===== src/rtl/pc_ir_unit_if.sv =====
// Control/data bundle between the control unit, memory and the fetch stage.
// The master side drives the controls and operands; the slave side is pc_ir_unit.
interface pc_ir_unit_if #(
    parameter int DATA_W = 16,
    parameter int ADDR_W = 16,
    parameter int CNT_W  = 16
) ();
    logic              il_in;
    logic [1:0]        ps_in;
    logic              mm_in;
    logic [DATA_W-1:0] bus_a_in;
    logic [DATA_W-1:0] mem_data_in;
    logic              cnt_clr_in;
    logic [DATA_W-1:0] ins_out;
    logic [ADDR_W-1:0] pc_out;
    logic [ADDR_W-1:0] mem_addr_out;
    logic [CNT_W-1:0]  fetch_cnt_out;

    modport master (
        output il_in, ps_in, mm_in, bus_a_in, mem_data_in, cnt_clr_in,
        input  ins_out, pc_out, mem_addr_out, fetch_cnt_out
    );

    modport slave (
        input  il_in, ps_in, mm_in, bus_a_in, mem_data_in, cnt_clr_in,
        output ins_out, pc_out, mem_addr_out, fetch_cnt_out
    );
endinterface


===== src/rtl/pc_ir_unit.sv =====
// Instruction-fetch stage: program counter, instruction register, memory address mux
// and a saturating count of instruction-register loads.
module pc_ir_unit #(
    parameter int                DATA_W = 16,
    parameter int                ADDR_W = 16,
    parameter logic [ADDR_W-1:0] RST_PC = {ADDR_W{1'b0}},
    parameter int                CNT_W  = 16
) (
    input  logic            clk,
    input  logic            rst_n,
    pc_ir_unit_if.slave     bus
);

    localparam logic [1:0] PS_HOLD = 2'b00;
    localparam logic [1:0] PS_INC  = 2'b01;
    localparam logic [1:0] PS_REL  = 2'b10;
    localparam logic [1:0] PS_JMP  = 2'b11;

    localparam logic [ADDR_W-1:0] PC_ONE  = {{(ADDR_W-1){1'b0}}, 1'b1};
    localparam logic [CNT_W-1:0]  CNT_ONE = {{(CNT_W-1){1'b0}}, 1'b1};
    localparam logic [CNT_W-1:0]  CNT_MAX = {CNT_W{1'b1}};

    logic [DATA_W-1:0] ir_r;
    logic [ADDR_W-1:0] pc_r;
    logic [CNT_W-1:0]  cnt_r;
    logic [ADDR_W-1:0] pc_next_s;
    logic [ADDR_W-1:0] mem_addr_s;

    // The branch offset is split across IR[8:6] and IR[2:0]; sign-extend it to PC width.
    function automatic logic [ADDR_W-1:0] branch_offset(input logic [5:0] off);
        return {{(ADDR_W-6){off[5]}}, off};
    endfunction

    // Next-PC selection; the relative offset always comes from the IR held before this edge.
    always_comb begin
        pc_next_s = pc_r;
        case (bus.ps_in)
            PS_HOLD: pc_next_s = pc_r;
            PS_INC:  pc_next_s = pc_r + PC_ONE;
            PS_REL:  pc_next_s = pc_r + branch_offset({ir_r[8:6], ir_r[2:0]});
            PS_JMP:  pc_next_s = bus.bus_a_in[ADDR_W-1:0];
            default: pc_next_s = pc_r;
        endcase
    end

    // Memory address mux stays live through reset so memory can be driven from bus A at any time.
    always_comb begin
        mem_addr_s = pc_r;
        if (bus.mm_in) begin
            mem_addr_s = pc_r;
        end else begin
            mem_addr_s = bus.bus_a_in[ADDR_W-1:0];
        end
    end

    // Program counter register.
    always_ff @(posedge clk or negedge rst_n) begin
        if (!rst_n) begin
            pc_r <= RST_PC;
        end else begin
            pc_r <= pc_next_s;
        end
    end

    // Instruction register.
    always_ff @(posedge clk or negedge rst_n) begin
        if (!rst_n) begin
            ir_r <= {DATA_W{1'b0}};
        end else if (bus.il_in) begin
            ir_r <= bus.mem_data_in;
        end else begin
            ir_r <= ir_r;
        end
    end

    // Saturating fetch counter; a clear wins over a simultaneous load.
    always_ff @(posedge clk or negedge rst_n) begin
        if (!rst_n) begin
            cnt_r <= {CNT_W{1'b0}};
        end else if (bus.cnt_clr_in) begin
            cnt_r <= {CNT_W{1'b0}};
        end else if (bus.il_in && (cnt_r != CNT_MAX)) begin
            cnt_r <= cnt_r + CNT_ONE;
        end else begin
            cnt_r <= cnt_r;
        end
    end

    assign bus.ins_out       = ir_r;
    assign bus.pc_out        = pc_r;
    assign bus.fetch_cnt_out = cnt_r;
    assign bus.mem_addr_out  = mem_addr_s;

endmodule


===== src/flat_wrapper.sv =====
// flat-port wrapper written by rule: the top's interface ports become plain ports
module pc_ir_unit_flat 
#(
    parameter int                DATA_W = 16,
    parameter int                ADDR_W = 16,
    parameter logic [ADDR_W-1:0] RST_PC = {ADDR_W{1'b0}},
    parameter int                CNT_W  = 16
)
  (clk, rst_n, bus_il_in, bus_ps_in, bus_mm_in, bus_bus_a_in, bus_mem_data_in, bus_cnt_clr_in, bus_ins_out, bus_pc_out, bus_mem_addr_out, bus_fetch_cnt_out);
  pc_ir_unit_if #(.DATA_W(DATA_W), .ADDR_W(ADDR_W), .CNT_W(CNT_W)) bus_i ();
  input  logic clk;
  input  logic rst_n;
  input wire logic [$bits(bus_i.il_in)-1:0] bus_il_in;
  input wire logic [$bits(bus_i.ps_in)-1:0] bus_ps_in;
  input wire logic [$bits(bus_i.mm_in)-1:0] bus_mm_in;
  input wire logic [$bits(bus_i.bus_a_in)-1:0] bus_bus_a_in;
  input wire logic [$bits(bus_i.mem_data_in)-1:0] bus_mem_data_in;
  input wire logic [$bits(bus_i.cnt_clr_in)-1:0] bus_cnt_clr_in;
  output wire logic [$bits(bus_i.ins_out)-1:0] bus_ins_out;
  output wire logic [$bits(bus_i.pc_out)-1:0] bus_pc_out;
  output wire logic [$bits(bus_i.mem_addr_out)-1:0] bus_mem_addr_out;
  output wire logic [$bits(bus_i.fetch_cnt_out)-1:0] bus_fetch_cnt_out;
  assign bus_i.il_in = bus_il_in;
  assign bus_i.ps_in = bus_ps_in;
  assign bus_i.mm_in = bus_mm_in;
  assign bus_i.bus_a_in = bus_bus_a_in;
  assign bus_i.mem_data_in = bus_mem_data_in;
  assign bus_i.cnt_clr_in = bus_cnt_clr_in;
  assign bus_ins_out = bus_i.ins_out;
  assign bus_pc_out = bus_i.pc_out;
  assign bus_mem_addr_out = bus_i.mem_addr_out;
  assign bus_fetch_cnt_out = bus_i.fetch_cnt_out;
  pc_ir_unit #(.DATA_W(DATA_W), .ADDR_W(ADDR_W), .RST_PC(RST_PC), .CNT_W(CNT_W)) u_core (.clk(clk), .rst_n(rst_n), .bus(bus_i));
endmodule

===== config.mk =====
export PLATFORM = sky130hd
export DESIGN_NAME = pc_ir_unit_flat
export DESIGN_NICKNAME = d
export VERILOG_FILES = /design/src/rtl/pc_ir_unit_if.sv /design/src/rtl/pc_ir_unit.sv /design/src/flat_wrapper.sv
export SDC_FILE = /design/constraint.sdc
export NUM_CORES = 1
export LEC_CHECK = 0
export CAP_MARGIN = 30
export CORE_MARGIN = 2
export CORE_UTILIZATION = 44
export CTS_BUF_LIST = sky130_fd_sc_hd__clkbuf_8
export CTS_CLUSTER_DIAMETER = 200
export CTS_CLUSTER_SIZE = 30
export DETAILED_ROUTE_END_ITERATION = 8
export GPL_TIMING_DRIVEN = 0
export PLACE_DENSITY = 0.89
export RECOVER_POWER = 50
export SLEW_MARGIN = 15
export SYNTH_ARGS = -nofsm -noshare
export SYNTH_HDL_FRONTEND = slang
export SYNTH_SLANG_ARGS = --single-unit
export TNS_END_PERCENT = 5

===== constraint.sdc =====
create_clock -name clk -period 2.2 [get_ports clk]
set_input_delay 0.33 -clock clk [delete_from_list [all_inputs] [get_ports clk]]
set_output_delay 0.33 -clock clk [all_outputs]
set_load 0.02 [all_outputs]

==> impl_results.md, run 1 <==
- Via count: about 3600
- Post-synth top flop: dfrtp_1
- Clock Sinks: 48
- Power Total: 3.31 mW
- Synth top area cells: dfrtp_1, mux2_2, nor2_1, xor2_1, mux2i_1
- Worst flop-to-flop path startpoint: u_core.bus.ins_out[0]
- Largest buffer count on any clock path: 2
- Routed WL: roughly 11000 um
- Slew HR: -0.0281
- Wire per inst: about 19 um
- Post-synth EDFFs: 0
- Vias/cell: 6.04
- DP HPWL: between 7000 and 8000 um
- Worst vdd ir: 462 uV
- FF+latch count, synth: 48
- Ant. Diodes: 0
- Synth Net Count: 424
- Critical R2R Capture: u_core.bus.pc_out[12]
- Core Rows: 32
- Die X: about 92 um
- Synth top cells by count: dfrtp_1, nor2_1, mux2_2
- Req. time, crit path: 2.38 ns
- Die footprint: approximately 8600 um2
- Worst-margin pin slew: roughly 1.5 ns
- Fmax: between 400 and 500 MHz
- Iteration-0 DRC Markers: approximately 270
- Post-Synth Adder-Cell Area: 0.0305
- Final hold violation count: 0
- Clk Tree Root Cell: clkbuf_8
- Crit start category: flip-flop
- Setup WS post-layout: -0.225 ns
- Number of remaining DRC errors: 0
- PD cells: roughly 670 nW/um2
- Core Region: between 7000 and 8000 um2
- Simple-gate share of the synthesized area: 0.240
- Post-Route Skew: 0.0113 ns
- Drt first pass iters: 5
- H-tree level count: 2
- Status: finished, violations left
- Chip Height: 92.5 um
- Avg Inst Size Synth: around 9 um2
- Post-Synthesis Cell Area: about 3400 um2
- Initial Utilization: 0.450
- Setup TNS Final: -1.09 ns
- Layout cells sized above 1: 0.198
- Final #Nets: between 500 and 600
- Count of different cell masters after synthesis: 65
- Dpl cell area: roughly 4600 um2
- Finished Layout Cells: ~600
- Top-level I/O count: around 100
- Detail Route Antenna Nets: 0
- Crit Path Category: reg2reg
- Reg2reg path depth: 10
- Mux share of post-synthesis cell area: 0.127
- Fin area: between 4000 and 5000 um2
- Reg2Reg Setup Slack: -0.22 ns
- Critical path fanouts, max: 4
- Post-synth top area cell: dfrtp_1
- RSZ-0062 raised after global routing: true
- Xor/xnor share of the synthesized area: 0.0458
- RePlAce Congestion: 0.939
- Slew Limit Fails: 29
- Post-synthesis compound-gate area fraction: 0.161
- Final Cycle Share: 1.10
- Most frequent cell after synthesis: dfrtp_1
- Largest net degree at the start of global routing: 29
- Violated checks: max-capacitance violations, max-slew violations, negative setup slack
- Clk Latency, worst-skew pair: 0.31 ns
- Congestion Overflow GR: 0
- Critical Path Sink Type: flip-flop
- Async set-reset flop share out of synthesis: 1.00
- Largest family of logic cells by synthesized area: simple AND/OR/NAND/NOR gates
- Lkg Pwr: 2.00 nW
- Max-Cap Viols: 1
- Placed Cells: between 500 and 600
- Final setup vio count: 10
- First-pass GRT wire length: 17600 um
- Period minus WS final: 2.42 ns
- Vias in the first global route: roughly 3600
- Post-Synthesis Cells: between 300 and 400
- Reg clk slew, reported paths: 0.10 ns
- Port bufs: 98
- Worst min path class: in2async
- GRT Total Usage: 0.254
- CP arrival: 2.60 ns
- Area delta synth->final: 42.2%
- Seq/Total Area, Yosys: 0.349
- CTS Hold Bufs: 0
- CTS tree: built
- Top cell type's share of synthesized area: 0.349
- Yosys warns: 0
- CTS Buf Count: 5
- Initial antenna violation count: 0
[area by class of cell]
cell class / instances / area (um2)
Fill cell: 603 / 2750
Multi-Input combinational cell: 296 / 2200
Sequential cell: 48 / 1200
Timing Repair Buffer: 108 / 1050
Buffer: 27 / 175
Tap cell: 102 / 128
Clock buffer: 6 / 82.6
Clock inverter: 2 / 38.8
Inverter: 7 / 26.3
[sequential cells by signal (all words and copies together) (netlist names)]
| register | flops |
|---|---|
| u_core.bus.pc_out | 16 |
| u_core.bus.fetch_cnt_out | 16 |
| u_core.bus.ins_out | 16 |
[through the flow]
stage,util,hold slack (ns),setup slack [ns]
after CTS,0.630,0.0856,-0.193
final,0.641,0.385,-0.225
after detailed placement,0.604,0.422,-1.10
after floorplan,-,0.0344,-0.263
after global routing,0.641,0.383,-0.266
after global placement,0.601,0.491,-1.06
[worst max-delay path by stage]
stage / startpoint / endpoint / depth (start not counted)
5_1_grt: u_core.bus.ins_out[0] / u_core.bus.pc_out[8] / 10
3_3_place_gp: bus_ps_in[1] / u_core.bus.pc_out[8] / 13
2_1_floorplan: bus_ps_in[0] / u_core.bus.pc_out[8] / 13
6_report: u_core.bus.ins_out[0] / u_core.bus.pc_out[12] / 10
3_5_place_dp: bus_ps_in[1] / u_core.bus.pc_out[8] / 13
4_1_cts: u_core.bus.ins_out[0] / u_core.bus.pc_out[8] / 10
[power breakdown]
part | internal, mW | switching (mW) | total (mW)
logic | 0.686 | 0.808 | 1.49
registers | 0.980 | 0.134 | 1.11
clock network | 0.372 | 0.326 | 0.699
[cells by family after synthesis]
| group | count (synthesis) |
|---|---|
| buf+inv | 34 |
| flops | 48 |
| fa+ha+maj | 8 |
| mux | 40 |
| simple gates | 151 |
| xor+xnor | 18 |
| compound gates | 79 |
[critical path, cell delays in order, from the launching register on]
cell and delay (ns):
dfrtp_1 0.39, nand2b_4 0.15, ha_4 0.17, fa_2 0.36, a211oi_2 0.23, o21bai_2 0.15, buf_4 0.17, mux2i_2 0.16
maj3_1 0.35, o21ai_1 0.12, a21oi_1 0.05
[metal layers]
layer / global-route usage / vias to the layer above / routed length [um]
li1: - / 1629 / -
met1: 0.323 / 1688 / 4390
met5: 0 / - / 0
met2: 0.441 / 242 / 5460
met4: 0.0759 / 0 / 275
met3: 0.0456 / 40 / 931
[layout by cell type (no fill, tap or decap), types with 4 or more instances in the layout]
cell             count
xnor2_1              4
inv_1                6
a31oi_1              5
o21ai_1              7
or3_1                4
dlygate4sd3_1        9
nand3_1             15
nor2b_1              6
buf_2                5
mux2_2              31
nand2_1             20
o21ai_0             10
or4_1                4
nor2_1              39
xor2_1              14
mux2i_1              8
nor3_1              10
and3_1               8
o211a_1              4
a21oi_1             12
and2_1               4
clkbuf_1            10
nand4_1             12
clkdlybuf4s50_1     86
o31ai_1              6
dfrtp_1             46
clkbuf_8            10
a211oi_1             5
buf_4               10
clkbuf_2             5
[repair_timing]
action,in CTS,in global routing
cloned,1,0
gates resized for setup,17,16
setup endpoints to repair,24,24
pin swaps,4,5
endpoints found under the hold margin,0,0
buffers inserted,3,5
Power figures use the tool's default switching activity.
==> run 2, diff against run 1 <==
--- a/config.mk
+++ b/config.mk
@@ -7,13 +7,13 @@
 export LEC_CHECK = 0
 export CAP_MARGIN = 30
 export CORE_MARGIN = 2
-export CORE_UTILIZATION = 44
-export CTS_BUF_LIST = sky130_fd_sc_hd__clkbuf_8
+export CORE_UTILIZATION = 43
+export CTS_BUF_LIST = sky130_fd_sc_hd__clkbuf_16
 export CTS_CLUSTER_DIAMETER = 200
 export CTS_CLUSTER_SIZE = 30
 export DETAILED_ROUTE_END_ITERATION = 8
 export GPL_TIMING_DRIVEN = 0
-export PLACE_DENSITY = 0.89
+export PLACE_DENSITY = 0.88
 export RECOVER_POWER = 50
 export SLEW_MARGIN = 15
 export SYNTH_ARGS = -nofsm -noshare
==> run 2 against run 1 <==
The flow finishes with violations (negative setup slack). Sequential share of layout area fell by 0.57 points. Cell count is 0.84% higher. Highest routed layer unchanged. Clock skew fell by 0.00090 ns.
==> impl_results.md, run 2 (synthesis results as in run 1) <==
- DP HPWL: 7570 um (-3.2%)
- Final Cycle Share: 1.08 (-0.0227)
- Iteration-0 DRC Markers: 295 (+11%)
- Worst min path class: in2reg
- Core Region: 7730 um2 (+1.0%)
- GRT Total Usage: 0.250 (-0.00434)
- Largest buffer count on any clock path: 2 (unchanged)
- Most common cell after layout, fill and taps aside: clkdlybuf4s50_1
- Chip Height: 93.5 um (+1.1%)
- CTS Buf Count: 5 (unchanged)
- H-tree level count: 2 (unchanged)
- Layout Utilization: 0.648 (+0.00712)
- Most frequent cells in the layout: clkdlybuf4s50_1, dfrtp_1, nor2_1, mux2_2, nand2_1
- Max-Cap Viols: 0 (-1)
- Clock Sinks: 48 (unchanged)
- Crit start category: flip-flop
- CP arrival: 2.53 ns (-0.07 ns)
- Detail Route Antenna Nets: 0 (unchanged)
- Critical path fanouts, max: 3 (-1)
- Final setup vio count: 9 (-1)
- Violated checks: negative setup slack
- Clk Latency, worst-skew pair: 0.29 ns (-0.02 ns)
- Reg2reg path depth: 10 (unchanged)
- PD cells: 685 nW/um2 (+1.5%)
- Period minus WS final: 2.37 ns (-0.0499 ns)
- Worst vdd ir: 342 uV (-26%)
- Via count: 3595 (-0.11%)
- Vias in the first global route: 3597 (-0.64%)
- Final hold violation count: 0 (unchanged)
- Req. time, crit path: 2.35 ns (-0.03 ns)
- Die X: 93.5 um (+1.1%)
- Critical Path Sink Type: flip-flop
- Status: finished, violations left
- Largest net degree at the start of global routing: 34 (+17%)
- Number of remaining DRC errors: 0 (unchanged)
- Lkg Pwr: 2.02 nW (+0.85%)
- Slew Limit Fails: 0 (-100%)
- Port bufs: 98 (unchanged)
- First-pass GRT wire length: 17600 um (unchanged)
- Worst-margin pin slew: 0.945 ns (-0.597 ns)
- Congestion Overflow GR: 0 (unchanged)
- Routed WL: 11000 um (-0.44%)
- Wire per inst: 18.3 um (-1.3%)
- Slew HR: 0.370 (+0.398)
- Initial Utilization: 0.446 (-0.00467)
- Setup WS post-layout: -0.175 ns (+0.0499 ns)
- Fmax: 421 MHz (+2.1%)
- Reg clk slew, reported paths: 0.07 ns (-0.03 ns)
- FF/Latch Area: 1200 um2 (-0.21%)
- Crit Path Category: reg2reg
- Initial antenna violation count: 0 (unchanged)
- Min-Delay Path Depth: 2
- Top-level I/O count: 103 (unchanged)
- Post-Route Skew: 0.0104 ns (-0.000898 ns)
- Clk Tree Root Cell: clkbuf_16
- Final #Nets: 544 (+0.93%)
- Die footprint: 8740 um2 (+2.2%)
- Ant. Diodes: 0 (unchanged)
- Area delta synth->final: 45.3%
- RePlAce Congestion: 0.981 (+4.5%)
- Drt first pass iters: 5 (unchanged)
- RSZ-0062 raised after global routing: true
- Layout cells sized above 1: 0.208 (+0.0100)
- FILL cells: 623 (+3.3%)
- Core Rows: 32 (unchanged)
- CTS tree: built
- Multi-input logic area: 2250 um2 (+2.3%)
- Vias/cell: 5.98 (-0.94%)
- Setup TNS Final: -0.810 ns (+0.278 ns)
## run 2: power by group
group          switching (mW)  leakage [nW]  internal (mW)
Sequential              0.135         0.591          0.978
Clock                   0.341        0.0712          0.420
Combinational           0.834          1.36          0.719
Total                    1.31          2.02           2.12
## run 2: worst paths after layout
| check | slack [ns] | startpoint | to |
|---|---|---|---|
| worst max-delay path | -0.17 | u_core.bus.ins_out[0] | u_core.bus.pc_out[12] |
| worst min-delay path | 0.42 | bus_cnt_clr_in | u_core.bus.fetch_cnt_out[3] |
| worst max register to register | -0.17 | u_core.bus.ins_out[0] | u_core.bus.pc_out[12] |
| worst min register to register | 0.51 | u_core.bus.ins_out[9] | u_core.bus.ins_out[9] |
| max in group asynchronous | 0.41 | rst_n | u_core.bus.pc_out[5] |
| min in group asynchronous | 0.72 | rst_n | u_core.bus.pc_out[9] |
## run 2: stage by stage
step	setup WS (ns)	area (um2)	instances	power (mW)	hold WS [ns]
2_1_floorplan	-0.263	3490	378	1.92	0.0344
3_3_place_gp	-1.08	4590	578	2.44	0.490
3_5_place_dp	-1.14	4610	579	2.48	0.284
4_1_cts	-0.213	4900	596	3.34	0.435
5_1_grt	-0.279	5010	601	3.60	0.437
6_report	-0.175	5010	601	3.43	0.416
## run 2: layer usage
layer | up-vias | GRT usage | routed length, um
li1 | 1639 | - | -
met1 | 1686 | 0.313 | 4280
met3 | 45 | 0.0524 | 1020
met5 | - | 0 | 0
met2 | 225 | 0.424 | 5360
met4 | 0 | 0.0919 | 347
## run 2: area by class of cell
cell class,count,share of cell area
clock buffers,5,0.0250
inverters,7,0.00525
multi-input cells,296,0.449
flip-flops and latches,48,0.240
clock inverters,3,0.00400
well taps,102,0.0255
plain buffers,27,0.0340
repair buffers,113,0.217
## run 2: repair_timing
| item | in CTS | in global routing |
|---|---|---|
| pin swaps | 10 | 6 |
| hold endpoints to repair | 15 | 0 |
| resized for setup | 21 | 18 |
| buffers inserted | 8 | 5 |
| hold buffers | 1 | 0 |
| endpoints found under the setup margin | 25 | 22 |
## run 2: critical path, cell delays in order (launching register included)
cell and delay, ns:
dfrtp_1 0.39, nand2b_4 0.15, ha_4 0.16, fa_2 0.35, a211oi_2 0.24, o21bai_2 0.11, buf_4 0.15, mux2i_2 0.16
maj3_1 0.35, o21ai_1 0.12, a21oi_1 0.05
==> run 3, diff against run 2 <==
--- a/config.mk
+++ b/config.mk
@@ -6,11 +6,13 @@
 export NUM_CORES = 1
 export LEC_CHECK = 0
 export CAP_MARGIN = 30
+export CELL_PAD_IN_SITES_DETAIL_PLACEMENT = 1
+export CELL_PAD_IN_SITES_GLOBAL_PLACEMENT = 1
 export CORE_MARGIN = 2
-export CORE_UTILIZATION = 43
+export CORE_UTILIZATION = 32
 export CTS_BUF_LIST = sky130_fd_sc_hd__clkbuf_16
 export CTS_CLUSTER_DIAMETER = 200
-export CTS_CLUSTER_SIZE = 30
+export CTS_CLUSTER_SIZE = 28
 export DETAILED_ROUTE_END_ITERATION = 8
 export GPL_TIMING_DRIVEN = 0
 export PLACE_DENSITY = 0.88
==> run 3 against run 2 <==
The run still ends with negative setup slack left. Sequential share of layout area fell by 0.20 points. Routed wire length rose by 18%. Combinational power rose by 3%. Critical path depth did not move. Setup slack got worse by 0.056 ns. Global-route usage fell by 2.2 points. Critical path type unchanged. Highest routed layer unchanged.
==> impl_results.md, run 3 (synthesis results as in run 1) <==
- Status: finished, violations left
- Violated checks: negative setup slack
- Fin area: 5050 um2 (+0.92%)
- Top-level I/O count: 103 (unchanged)
- Pre-CTS setup slack: -1.20 ns (-0.0601 ns)
- Congestion Overflow GR: 0 (unchanged)
- H-tree level count: 2 (unchanged)
- CTS tree: built
- Die X: 108 um (+15%)
- Multi-input logic area: 2230 um2 (-0.67%)
- Slew Limit Fails: 0 (unchanged)
- Sequential share of power: 0.322 (-0.003)
- Chip Height: 108 um (+15%)
- Clk Latency, worst-skew pair: 0.29 ns (about the same)
- Vias/cell: 5.73 (-4.2%)
- CP arrival: 2.64 ns (+0.11 ns)
- Detail Route Antenna Nets: 0 (unchanged)
- FF/Latch Area: 1200 um2 (+0.10%)
- First-pass GRT wire length: 20800 um (+18%)
- Placed Cells: 613 (+5.9%)
- Most common cell after layout, fill and taps aside: clkdlybuf4s50_1
- Number of remaining DRC errors: 0 (unchanged)
- FILL cells: 1197 (+92%)
- Core Region: 10400 um2 (+34%)
- Ant. Diodes: 0 (unchanged)
- Final hold violation count: 0 (unchanged)
- Clk Tree Root Cell: clkbuf_16
- RePlAce Congestion: 0.932 (-5.0%)
- Post-Route Skew: 0.00754 ns (-0.00287 ns)
- Vias in the first global route: 4073 (+13%)
- GRT Total Usage: 0.228 (-0.0216)
- Initial antenna violation count: 0 (unchanged)
- Final #Nets: 545 (+0.18%)
- Worst vdd ir: 351 uV (+2.5%)
- Area delta synth->final: 46.7%
- Req. time, crit path: 2.41 ns (+0.06 ns)
- Crit Path Category: reg2reg
- RSZ-0062 raised after global routing: true
- Drt first pass iters: 4 (-1)
- Worst min path class: in2async
- Via count: 3639 (+1.2%)
- Setup WS post-layout: -0.231 ns (-0.0562 ns)
- Iteration-0 DRC Markers: 158 (-46%)
- Critical path fanouts, max: 4 (+1)
- Port bufs: 98 (unchanged)
- Largest buffer count on any clock path: 2 (unchanged)
- Clock power share: 0.220 (-0.002)
- Initial Utilization: 0.332 (-0.114)
- Sw power: 1.35 mW (+3.0%)
- Clock Sinks: 48 (unchanged)
- Fmax: 411 MHz (-2.3%)
- Lkg Pwr: 2.04 nW (+0.96%)
- PD cells: 688 nW/um2 (+0.47%)
- Reg clk slew, reported paths: 0.07 ns (about the same)
- Final setup vio count: 12 (+3)
- Core Rows: 37 (+16%)
- Reg2reg path depth: 10 (unchanged)
- Slew HR: 0.156 (-0.214)
- Layout cells sized above 1: 0.214 (+0.00601)
- Critical Path Sink Type: flip-flop
- DP HPWL: 9150 um (+21%)
- Dpl cell area: 4650 um2 (+0.92%)
- Largest net degree at the start of global routing: 28 (-18%)
- P_int: 2.13 mW (+0.44%)
- Sw frac: 0.388 (+0.00586)
- Worst-margin pin slew: 1.27 ns (+0.322 ns)
- Crit start category: flip-flop
- Met2 wire len: 6600 um (+23%)
- Max-Cap Viols: 0 (unchanged)
- Finished Layout Cells: 635 (+5.7%)
- Power Total: 3.48 mW (+1.4%)
- Wire per inst: 20.4 um (+12%)
- Routed wire length on met3: 886 um (-13%)
- Gate power share: 0.459 (+0.006)
- Most frequent cells in the layout: clkdlybuf4s50_1, dfrtp_1, nor2_1, mux2_2, nand2_1
- Top sig layer: met4
- Final Cycle Share: 1.10 (+0.0255)
- Setup TNS Final: -1.56 ns (-0.753 ns)
- Die footprint: 11600 um2 (+33%)
- Period minus WS final: 2.43 ns (+0.0562 ns)
- CTS Hold Bufs: 0 (-1)
- CTS Buf Count: 5 (unchanged)
- Routed WL: 13000 um (+18%)
- Post-Route M1 WL: 5230 um (+22%)
[run 3: cell count changes in the layout (fill, tap and decap cells not counted), sizes merged]
| cell | before | now |
|---|---|---|
| clkdlybuf4s50 | 89 | 87 |
| buf | 25 | 24 |
| dlygate4sd3 | 8 | 9 |
| clkbuf | 23 | 26 |
| inv | 7 | 6 |
[run 3: power by group through the flow]
stage	combinational (mW)	sequential, mW	clock (mW)
finish	1.59	1.12	0.763
global route	1.71	1.13	0.818
CTS	1.51	1.11	0.786
detailed placement	1.41	1.12	0
global placement	1.35	1.11	0
floorplan	0.712	1.20	0
[run 3: per-layer routing]
metal / up-vias / global-route usage
met1: 1823 / 0.270
li1: 1639 / -
met2: 155 / 0.399
met4: 0 / 0.0925
met3: 22 / 0.0502
met5: - / 0
[run 3: area by class of cell]
| type | instances | share of cell area |
|---|---|---|
| Multi-Input combinational cell | 296 | 0.442 |
| Sequential cell | 48 | 0.238 |
| Timing Repair Buffer | 114 | 0.218 |
| Buffer | 27 | 0.0357 |
| Tap cell | 136 | 0.0337 |
| Clock buffer | 5 | 0.0248 |
| Inverter | 7 | 0.00520 |
| Clock inverter | 2 | 0.00248 |
[run 3: worst paths after layout]
| path | from | endpoint | slack, ns |
|---|---|---|---|
| min reg2reg | u_core.bus.ins_out[3] | u_core.bus.ins_out[3] | 0.51 |
| min in group clk | bus_cnt_clr_in | u_core.bus.fetch_cnt_out[15] | 0.43 |
| max reg2reg | u_core.bus.ins_out[0] | u_core.bus.pc_out[14] | -0.23 |
| min | rst_n | u_core.bus.pc_out[9] | 0.29 |
| max in group asynchronous | rst_n | u_core.bus.pc_out[7] | 0.50 |
| max | u_core.bus.ins_out[0] | u_core.bus.pc_out[14] | -0.23 |
[run 3: stage by stage]
| step | utilization | hold slack [ns] |
|---|---|---|
| after CTS | 0.479 | 0.0457 |
| after global routing | 0.487 | 0.415 |
| final | 0.487 | 0.291 |
| after global placement | 0.447 | 0.491 |
| after detailed placement | 0.449 | 0.360 |
| after floorplan | - | 0.0344 |
[run 3: critical path: stages, from the launching register on]
cell and delay, ns:
dfrtp_1 0.40, nand2b_4 0.15, ha_4 0.16, fa_2 0.38, a211oi_2 0.23, o21bai_2 0.13
buf_4 0.16, nor2_2 0.23, o21ai_0 0.15, nand2b_1 0.17, a32oi_1 0.19
[run 3: timing repair]
action | 4_1_cts | 5_1_grt
pin swaps | 9 | 10
setup buffers | 10 | 5
resized for setup | 23 | 19
setup endpoints to repair | 25 | 24
